$ cat src/rtl/cas_pkg.sv
// Shared types, default MSX tape timing constants and header-length helper
// for the cassette FSK transmitter.
package cas_pkg;

   typedef enum logic [1:0] {
      CAS_DATA = 2'b00,
      CAS_SHDR = 2'b01,
      CAS_LHDR = 2'b10,
      CAS_SIL  = 2'b11
   } cas_cmd_e;

   typedef enum logic [1:0] {
      ST_IDLE = 2'b00,
      ST_HDR  = 2'b01,
      ST_BIT  = 2'b10,
      ST_SIL  = 2'b11
   } cas_state_e;

   localparam int unsigned CAS_HALF_2400 = 32'd746;
   localparam int unsigned CAS_LONG_HDR  = 32'd16000;
   localparam int unsigned CAS_SHORT_HDR = 32'd4000;
   localparam int unsigned CAS_FRAME_LEN = 32'd11;
   localparam int unsigned CAS_HALF_W    = 32'd11;

   // Header half-periods; the fast rate doubles the cycle count to keep the duration.
   function automatic int unsigned cas_hdr_halves(input int unsigned cycles, input logic fast);
      if (fast) begin
         return 32'd4 * cycles;
      end else begin
         return 32'd2 * cycles;
      end
   endfunction

endpackage

$ cat src/rtl/cas_fsk_tx_halfper_gen.sv
// Half-period timer for the FSK transmitter: counts ce ticks while the motor
// runs and flags the tick that ends the current half-period.
module cas_halfper_gen
   import cas_pkg::*;
(
   input  logic                  clk21m,
   input  logic                  reset_n,
   input  logic                  ce,
   input  logic                  motor,
   input  logic                  restart,
   input  logic [CAS_HALF_W-1:0] half_len,
   output logic                  wrap
);

   logic [CAS_HALF_W-1:0] cnt_r;
   logic                  at_end_s;

   assign at_end_s = (cnt_r == (half_len - 11'd1));
   // A stopped motor masks the tick, so a coincident final tick is dropped.
   assign wrap     = ce & motor & ~restart & at_end_s;

   // Tick counter, held at zero between commands.
   always_ff @(posedge clk21m) begin
      if (!reset_n) begin
         cnt_r <= 11'd0;
      end else if (restart) begin
         cnt_r <= 11'd0;
      end else if (ce && motor) begin
         if (at_end_s) begin
            cnt_r <= 11'd0;
         end else begin
            cnt_r <= cnt_r + 11'd1;
         end
      end else begin
         cnt_r <= cnt_r;
      end
   end

endmodule

$ cat src/rtl/cas_fsk_tx.sv
// Cassette FSK transmitter (MSX 1200 baud): headers, framed bytes and silence.
// Optional 2400 baud mode with a baud_sel input when CAS_BAUD2400_EN is defined.
module cas_fsk_tx
   import cas_pkg::*;
#(
   parameter int unsigned HALF_2400 = CAS_HALF_2400,
   parameter int unsigned LONG_HDR  = CAS_LONG_HDR,
   parameter int unsigned SHORT_HDR = CAS_SHORT_HDR
)(
   input  logic       clk21m,
   input  logic       reset_n,
   input  logic       ce_3m58_p,
   input  logic       motor,
   input  logic       cmd_valid,
   output logic       cmd_ready,
   input  logic [1:0] cmd_type,
   input  logic [7:0] cmd_data,
`ifdef CAS_BAUD2400_EN
   input  logic       baud_sel,
`endif
   output logic       cas_audio_out,
   output logic       busy,
   output logic       done
);

`ifdef CAS_BAUD2400_EN
   localparam int unsigned HDR_W = 32'd16;
`else
   localparam int unsigned HDR_W = 32'd15;
`endif
   localparam logic [CAS_HALF_W-1:0] LEN_SHORT = 11'(HALF_2400);
   localparam logic [CAS_HALF_W-1:0] LEN_LONG  = 11'(32'd2 * HALF_2400);
   localparam logic [3:0]            LAST_BIT  = 4'(CAS_FRAME_LEN - 32'd1);

   cas_state_e            state_r, state_d;
   logic                  level_r, level_d;
   logic [10:0]           frame_r, frame_d;
   logic [3:0]            bit_r, bit_d;
   logic [1:0]            half_r, half_d;
   logic [HDR_W-1:0]      hcnt_r, hcnt_d;
   logic [HDR_W-1:0]      hlast_r, hlast_d;
   logic [7:0]            unit_r, unit_d;
   logic [7:0]            ulast_r, ulast_d;
   logic [CAS_HALF_W-1:0] base_len_s, half_len_s;
   logic [1:0]            last_half_s;
   logic                  fast_s;
   logic                  restart_s;
   logic                  wrap_s;

`ifdef CAS_BAUD2400_EN
   logic baud_r;

   assign fast_s     = baud_sel;
   assign half_len_s = baud_r ? {1'b0, base_len_s[CAS_HALF_W-1:1]} : base_len_s;

   // Rate selection captured with the command.
   always_ff @(posedge clk21m) begin
      if (!reset_n) begin
         baud_r <= 1'b0;
      end else if (cmd_valid && (state_r == ST_IDLE)) begin
         baud_r <= baud_sel;
      end else begin
         baud_r <= baud_r;
      end
   end
`else
   assign fast_s     = 1'b0;
   assign half_len_s = base_len_s;
`endif

   assign restart_s   = (state_r == ST_IDLE);
   assign last_half_s = frame_r[0] ? 2'd3 : 2'd1;

   // Zero bits use the long half-period; everything else uses the short one.
   always_comb begin
      base_len_s = LEN_SHORT;
      if ((state_r == ST_BIT) && !frame_r[0]) begin
         base_len_s = LEN_LONG;
      end else begin
         base_len_s = LEN_SHORT;
      end
   end

   cas_halfper_gen u_halfper (
      .clk21m   (clk21m),
      .reset_n  (reset_n),
      .ce       (ce_3m58_p),
      .motor    (motor),
      .restart  (restart_s),
      .half_len (half_len_s),
      .wrap     (wrap_s)
   );

   // Next-state, frame shifting and unit counting.
   always_comb begin
      state_d = state_r;
      level_d = level_r;
      frame_d = frame_r;
      bit_d   = bit_r;
      half_d  = half_r;
      hcnt_d  = hcnt_r;
      hlast_d = hlast_r;
      unit_d  = unit_r;
      ulast_d = ulast_r;
      case (state_r)
         ST_IDLE: begin
            level_d = 1'b0;
            if (cmd_valid) begin
               bit_d  = 4'd0;
               half_d = 2'd0;
               hcnt_d = HDR_W'(32'd0);
               unit_d = 8'd0;
               case (cas_cmd_e'(cmd_type))
                  CAS_DATA: begin
                     state_d = ST_BIT;
                     level_d = 1'b1;
                     frame_d = {2'b11, cmd_data, 1'b0};
                  end
                  CAS_SHDR: begin
                     state_d = ST_HDR;
                     level_d = 1'b1;
                     hlast_d = HDR_W'(cas_hdr_halves(SHORT_HDR, fast_s) - 32'd1);
                  end
                  CAS_LHDR: begin
                     state_d = ST_HDR;
                     level_d = 1'b1;
                     hlast_d = HDR_W'(cas_hdr_halves(LONG_HDR, fast_s) - 32'd1);
                  end
                  CAS_SIL: begin
                     state_d = ST_SIL;
                     ulast_d = cmd_data;
                  end
                  default: begin
                     state_d = ST_IDLE;
                  end
               endcase
            end else begin
               state_d = ST_IDLE;
            end
         end
         ST_HDR: begin
            if (wrap_s) begin
               if (hcnt_r == hlast_r) begin
                  state_d = ST_IDLE;
                  level_d = 1'b0;
               end else begin
                  hcnt_d  = hcnt_r + HDR_W'(32'd1);
                  level_d = ~level_r;
               end
            end else begin
               state_d = ST_HDR;
            end
         end
         ST_BIT: begin
            if (wrap_s) begin
               if (half_r == last_half_s) begin
                  if (bit_r == LAST_BIT) begin
                     state_d = ST_IDLE;
                     level_d = 1'b0;
                  end else begin
                     bit_d   = bit_r + 4'd1;
                     frame_d = {1'b0, frame_r[10:1]};
                     half_d  = 2'd0;
                     level_d = 1'b1;
                  end
               end else begin
                  half_d  = half_r + 2'd1;
                  level_d = ~level_r;
               end
            end else begin
               state_d = ST_BIT;
            end
         end
         ST_SIL: begin
            level_d = 1'b0;
            if (wrap_s) begin
               if (half_r == 2'd3) begin
                  half_d = 2'd0;
                  if (unit_r == ulast_r) begin
                     state_d = ST_IDLE;
                  end else begin
                     unit_d = unit_r + 8'd1;
                  end
               end else begin
                  half_d = half_r + 2'd1;
               end
            end else begin
               state_d = ST_SIL;
            end
         end
         default: begin
            state_d = ST_IDLE;
            level_d = 1'b0;
         end
      endcase
   end

   // State and registered outputs; motor off forces the audio low without losing the level.
   always_ff @(posedge clk21m) begin
      if (!reset_n) begin
         state_r       <= ST_IDLE;
         level_r       <= 1'b0;
         frame_r       <= 11'd0;
         bit_r         <= 4'd0;
         half_r        <= 2'd0;
         hcnt_r        <= HDR_W'(32'd0);
         hlast_r       <= HDR_W'(32'd0);
         unit_r        <= 8'd0;
         ulast_r       <= 8'd0;
         cas_audio_out <= 1'b0;
         busy          <= 1'b0;
         done          <= 1'b0;
         cmd_ready     <= 1'b1;
      end else begin
         state_r       <= state_d;
         level_r       <= level_d;
         frame_r       <= frame_d;
         bit_r         <= bit_d;
         half_r        <= half_d;
         hcnt_r        <= hcnt_d;
         hlast_r       <= hlast_d;
         unit_r        <= unit_d;
         ulast_r       <= ulast_d;
         cas_audio_out <= motor & level_d;
         busy          <= (state_d != ST_IDLE);
         done          <= (state_r != ST_IDLE) && (state_d == ST_IDLE);
         cmd_ready     <= (state_d == ST_IDLE);
      end
   end

endmodule

$ cat config.mk
export PLATFORM = sky130hd
export DESIGN_NAME = cas_fsk_tx
export DESIGN_NICKNAME = d
export VERILOG_FILES = /design/src/rtl/cas_pkg.sv /design/src/rtl/cas_fsk_tx_halfper_gen.sv /design/src/rtl/cas_fsk_tx.sv
export SDC_FILE = /design/constraint.sdc
export NUM_CORES = 1
export LEC_CHECK = 0
export CAP_MARGIN = 15
export CORE_MARGIN = 1.5
export CORE_UTILIZATION = 49
export CTS_CLUSTER_DIAMETER = 30
export DETAILED_ROUTE_END_ITERATION = 12
export GPL_ROUTABILITY_DRIVEN = 0
export PLACE_DENSITY_LB_ADDON = 0.05
export SETUP_SLACK_MARGIN = 0.2
export SLEW_MARGIN = 20
export SYNTH_ARGS = -nofsm -noshare
export SYNTH_HDL_FRONTEND = slang
export SYNTH_HIERARCHICAL = 1
export SYNTH_SLANG_ARGS = --single-unit
$ cat constraint.sdc
create_clock -name clk21m -period 6.2 [get_ports clk21m]
set_input_delay 1.55 -clock clk21m [delete_from_list [all_inputs] [get_ports clk21m]]
set_output_delay 1.55 -clock clk21m [all_outputs]
set_load 0.01 [all_outputs]
# After elaboration in Yosys (flattened, before gate mapping)
# Cells that the tools add are included.
word_totals:
  reg_bits: 81
  inputBits: 15
  output_inout_bits: 4
  word_cells: 132
op_classes:
  addsub: 8
  eq_ne: 23
  mux: 56
  n_bitwise: 7
  n_reduce_logical: 24
op_table:
  columns: ["operator", "n"]
  rows:
  - ["15-bit 2-to-1 mux", 9]
  - ["11-bit 2-to-1 mux", 7]
  - ["15-bit case mux with 2 select lines", 2]
  - ["2-bit 2-to-1 mux", 16]
  - ["8-bit 2-to-1 mux", 4]
  - ["15-bit by 1-bit subtractor with 15-bit output, second input constant", 2]
  - ["11-bit case mux with 2 select lines", 1]
  - ["4-bit 2-to-1 mux", 4]
  - ["8-bit case mux with 2 select lines", 1]
  - ["15-bit by 1-bit adder with 15-bit output, second input constant", 1]
  - ["15-bit equality test", 1]
  - ["5-bit AND reduction", 3]
  - ["2-bit inequality test, second input constant", 6]
  - ["2-bit case mux with 3 select lines", 2]
  - ["2-bit nonzero test", 6]
  - ["11-bit by 1-bit adder with 11-bit output, second input constant", 1]
  - ["11-bit equality test", 1]
  - ["11-bit by 1-bit subtractor with 11-bit output, second input constant", 1]
  - ["2-bit equality test, second input constant", 5]
  - ["8-bit by 1-bit adder with 8-bit output, second input constant", 1]
  - ["8-bit equality test", 1]
  - ["2-bit by 1-bit inequality test with 1-bit output, second input constant", 4]
  - ["2-bit case mux with 4 select lines", 1]
  - ["4-bit case mux with 2 select lines", 1]
  - ["other kinds (19)", 37]

# Depth between registers and ports, before layout
depth:
  ltp_word: 10
  ltp_mapped: 19

# Hierarchy
# Netlist, hierarchy kept.
by_module_without_submodules:
  columns: ["mod", "instances", "cells_per_inst", "area_each_um2"]
  rows:
  - ["cas_fsk_tx", 1, 379, 3040.4]
  - ["cas_halfper_gen", 1, 108, 944.7]

# Least setup slack after synthesis
# OpenSTA, ideal clock, no wires.
synth_timing:
  kind: "flip-flop to flip-flop"
  startpoint: "reg state_r[1]"
  endpoint: "reg hcnt_r[5]"
  setup_ns: 0.074
  t_arrival_ns: 4.630
  t_required_ns: 6.126
  slack_ns: 1.496
  path_stages_with_launch: 17
  n_path_buf: 3
  synth_period_minus_slack_ns: 4.704
  cell_sequence: "dfxtp_1 > clkbuf_1 > nor2b_1 > clkbuf_1 > nand2b_1 > inv_1 > xor2_1 > or3_1 > o2111ai_1 > a21oi_1 > nor4_4 > nor2b_1 > clkbuf_1 > nand2_1 > a41o_2 > or4_2 > o21ai_0"
synth_between:
  elab_chain_cells: 8
  elab_cells_between_ends: 16
  cone_classes: "1 x add/sub; 6 x eq/ne; 2 x mux; 3 x bitwise; 4 x reduce/logical"
synth_lines:
  columns: ["item", "line_no", "rtl"]
  rows:
  - ["from (decl)", "cas_fsk_tx.sv:35", "cas_state_e state_r, state_d;"]
  - ["from (signal assigned)", "cas_fsk_tx.sv:215", "state_r <= state_d;"]
  - ["2-bit equality test", "cas_fsk_tx.sv:77", "if ((state_r == ST_BIT) && !frame_r[0]) begin"]
  - ["1-bit logical AND", "cas_fsk_tx.sv:77", null]
  - ["11-bit 2-to-1 mux", "cas_fsk_tx.sv:77", null]
  - ["via base_len_s[1]", "cas_fsk_tx.sv:44", "logic [CAS_HALF_W-1:0] base_len_s, half_len_s;"]
  - ["11-bit by 1-bit subtractor with 11-bit output", "cas_fsk_tx_halfper_gen.sv:18", "assign at_end_s = (cnt_r == (half_len - 11'd1));"]
  - ["11-bit equality test", "cas_fsk_tx_halfper_gen.sv:18", null]
  - ["1-bit bitwise AND", "cas_fsk_tx_halfper_gen.sv:20", "assign wrap = ce & motor & ~restart & at_end_s;"]
  - ["via wrap_s", "cas_fsk_tx.sv:48", "logic wrap_s;"]
  - ["2-bit by 1-bit inequality test with 1-bit output (no source line)", null, null]
  - ["4-bit AND reduction (no source line)", null, null]
  - ["to (signal assigned)", "cas_fsk_tx.sv:206", "hcnt_r <= HDR_W'(32'd0);"]
  - ["to (signal assigned)", "cas_fsk_tx.sv:220", "hcnt_r <= hcnt_d;"]
  - ["to (decl)", "cas_fsk_tx.sv:40", "logic [HDR_W-1:0] hcnt_r, hcnt_d;"]
# The timed path passes the listed nets, and every way through them passes these cells.
# A chain may end at the register's enable or synchronous reset.

# Worst setup path after layout
layout_timing:
  startpoint: "reg state_r[1]"
  endpoint: "reg hcnt_r[6]"
# The elaborated chain is that of the path after synthesis.

==> results by group <==
Setup path
  – Critical path class: reg2reg
  – Family with the most delay on the worst path: simple AND/OR/NAND/NOR gates
  – CP arrival: 5360 ps
  – Crit path cell chain: nor2b_1, buf_4, nand2b_1, buf_4, inv_1, xor2_1, or3_1, o2111ai_1, a21oi_1, nor4_4, nor2b_1, nand2_1, a41oi_1, a31oi_1, a41o_1
  – CP max-delay cell: a41oi_1
  – Crit path buffers/inverters: 3
  – Required time of the critical path: between 6000 and 7000 ps
  – CP Launch Type: flip-flop
  – Endpoint type of the worst setup path: flip-flop
  – Critical-path maximum fanout: 18
  – Worst path max stage delay: ~800 ps

Yosys
  – Post-synth ARST share: 0
  – Main area contributors after synthesis: dfxtp_1 (35%), nand2_1 (7.3%), a21oi_1 (4.8%)
  – Ys flop type: dfxtp_1
  – Sequential share of the synthesized area: 0.347
  – Synthesized instance count: 487
  – FF+latch count, synth: around 70
  – Syn_area_per_cell: roughly 8 um^2
  – Top cell type's share of synthesized area: 0.347
  – YS warnings: 6
  – Synthesized area: 3990 um^2
  – Area leader, netlist: dfxtp_1
  – Number of distinct library cells after synthesis: 68
  – Number of synthesized flops with an enable pin: 0

Place
  – Hpwl dp: between 6 and 7 mm
  – PortBufs: 18
  – Placed inst area: 4270 um^2

Die
  – # IOs: 19
  – Site Rows: 32
  – Initial core utilization: 0.510
  – Die X: ~93 um
  – Core area: 7810 um^2
  – Die area: 8680 um^2
  – Die height: just over 90 um

Global route
  – Total track usage: 0.222
  – Largest net degree at the start of global routing: 35
  – Total grt overflow: 0
  – Vias in the first global route: 3250
  – Wire length of the first global-routing pass: 15.3 mm
  – Initial antenna violation count: 0

Drt
  – Vias per cell: around 5.6
  – Drt drc: 0
  – Iter 0 DRT Violations: around 120
  – DR pass1 iterations: 4
  – Routed length per placed instance: between 10 and 15 um
  – Vias: ~3.5k
  – Antenna Nets Post-Route: 0
  – Final WL: 8.96 mm

CTS
  – Clk_lat worst skew: 360 ps
  – Cts hold-fix bufs: 0
  – Clock slew at reported path FFs: around 80 ps
  – Post-CTS setup buffers: 0
  – CTS tree: built
  – Clk buf depth: 2
  – H-tree levels: 3
  – Sink Count: approximately 70
  – Root buffer cell: clkbuf_8
  – # resized after CTS: 0
  – Total CTS buffers: 9

Power and ir drop
  – VDD IR max: 113 uV
  – Pwr dens: 238 nW/um^2
  – Total power: approximately 1.1 mW
  – Leakage: 1.66 nW

Timing
  – Hold Fails Final Rpt: 0
  – Hold_ws: 468 ps
  – Setup_tns: 0 ps
  – Crit path time final: 5100 ps
  – Clock Skew: approximately 12 ps
  – Setup-failing EPs final: 0
  – Pins Over Slew Limit: 0
  – Period utilization: 0.823
  – RSZ-0062 raised after global routing: false
  – Relative slew slack: 0.310
  – Worst-Margin Slew: between 1000 and 1500 ps
  – Max Freq: 0.196 GHz

Cells and area
  – Ant diodes: 0
  – Area Overhead vs Synth: 12.4%
  – Share of layout cells above drive strength 1: 0.101
  – Final core occ: 0.574
  – Layout Nets: 535
  – Post-route cell area: 4480 um^2

Min path
  – HP Class: reg2reg

Run status
  – Status: complete, no violations

Flow run
  – Max-Cap Viols: 0
-- cells by family (layout without fill, tap and decap cells) --
logic type | count (synthesis) | after routing | synth area share
and+or+nand+nor | 232 | 232 | 0.318
AOI/OAI and AO/OA | 102 | 102 | 0.177
DFF | 69 | 69 | 0.347
xor gates and xnor gates | 33 | 33 | 0.0725
buffers and inverters | 32 | 50 | 0.0348
adders and majority gates | 10 | 10 | 0.0314
muxes | 7 | 7 | 0.0176
other | 2 | 12 | 0.00188
-- tightest hold or removal path, stage by stage, from the launching register on --
cell,delay (ps)
dfxtp_1,310
nand2_1,50
a311oi_1,70
-- registers in the layout, summed over array words and instances (netlist names) --
| name | cells |
|---|---|
| half_r | 2 |
| state_r | 2 |
| unit_r | 8 |
| frame_r | 11 |
| busy | 1 |
| bit_r | 4 |
| hlast_r | 3 |
| cas_audio_out | 1 |
| hcnt_r | 15 |
| ulast_r | 8 |
| cmd_ready | 1 |
| u_halfper/cnt_r | 11 |
| done | 1 |
| level_r | 1 |
-- path summary, 6_finish.rpt --
check / slack, ps / depth (start not counted) / to / from
worst max register to register: 1100 / 15 / hcnt_r[6] / state_r[1]
worst min register to register: 470 / 2 / frame_r[7] / frame_r[8]
worst max-delay path: 1100 / 15 / hcnt_r[6] / state_r[1]
worst min-delay path: 470 / 2 / frame_r[7] / frame_r[8]
-- metrics by stage --
stage               setup WS, ps  cells
finish                      1100    617
global route                 573    617
CTS                         1110    617
detailed placement          1160    601
global placement            1260    601
floorplan                   1500    497
-- where the power goes --
part           total [mW]  internal, mW  switching [mW]
logic               0.197        0.0789           0.119
clock network       0.393         0.217           0.176
registers           0.478         0.460          0.0177
total                1.07         0.756           0.313
-- per-layer routing --
layer | part of all wire | GRT usage | up-vias
li1 | - | - | 1797
met1 | 0.49 | 0.287 | 1637
met2 | 0.47 | 0.373 | 35
met3 | 0.020 | 0.0268 | 10
met4 | 0.015 | 0.0934 | 0
met5 | 0 | 0 | -
-- cells in the final DEF, fill, tap and decap left out, drive strengths merged, types with 5 or more instances in the layout --
master / synthesis / layout
o21ai: 12 / 12
a21oi: 40 / 40
nor4: 5 / 5
inv: 10 / 10
a311oi: 8 / 8
clkbuf: 15 / 12
nor3b: 9 / 9
xor2: 18 / 18
clkdlybuf4s50: 0 / 18
buf: 6 / 5
nand2: 78 / 78
nand2b: 5 / 5
nand3: 21 / 21
ha: 10 / 10
nand4: 9 / 9
and3: 9 / 9
and4: 5 / 5
or4: 5 / 5
nor2: 39 / 39
nor3: 12 / 12
and2: 7 / 7
or3: 13 / 13
conb: 2 / 12
dfxtp: 69 / 69
a31oi: 7 / 7
mux2i: 7 / 7
xnor2: 15 / 15
-- synthesized netlist by cell type, types with 10 or more instances --
library cell / n
a21oi_1: 38
clkbuf_1: 15
dfxtp_1: 69
ha_1: 10
inv_1: 10
nand2_1: 77
nand3_1: 21
nor2_1: 39
nor3_1: 12
o21ai_0: 12
xnor2_1: 15
xor2_1: 18
-- cell type report --
type | instances | area (um^2)
flip-flops and latches | 69 | 1380
well taps | 102 | 128
repair buffers | 23 | 218
inverters | 11 | 41.3
clock inverters | 4 | 45.0
fillers | 772 | 3330
clock buffers | 12 | 165
multi-input cells | 396 | 2500
Note: power is estimated with default switching activity, not from simulation.
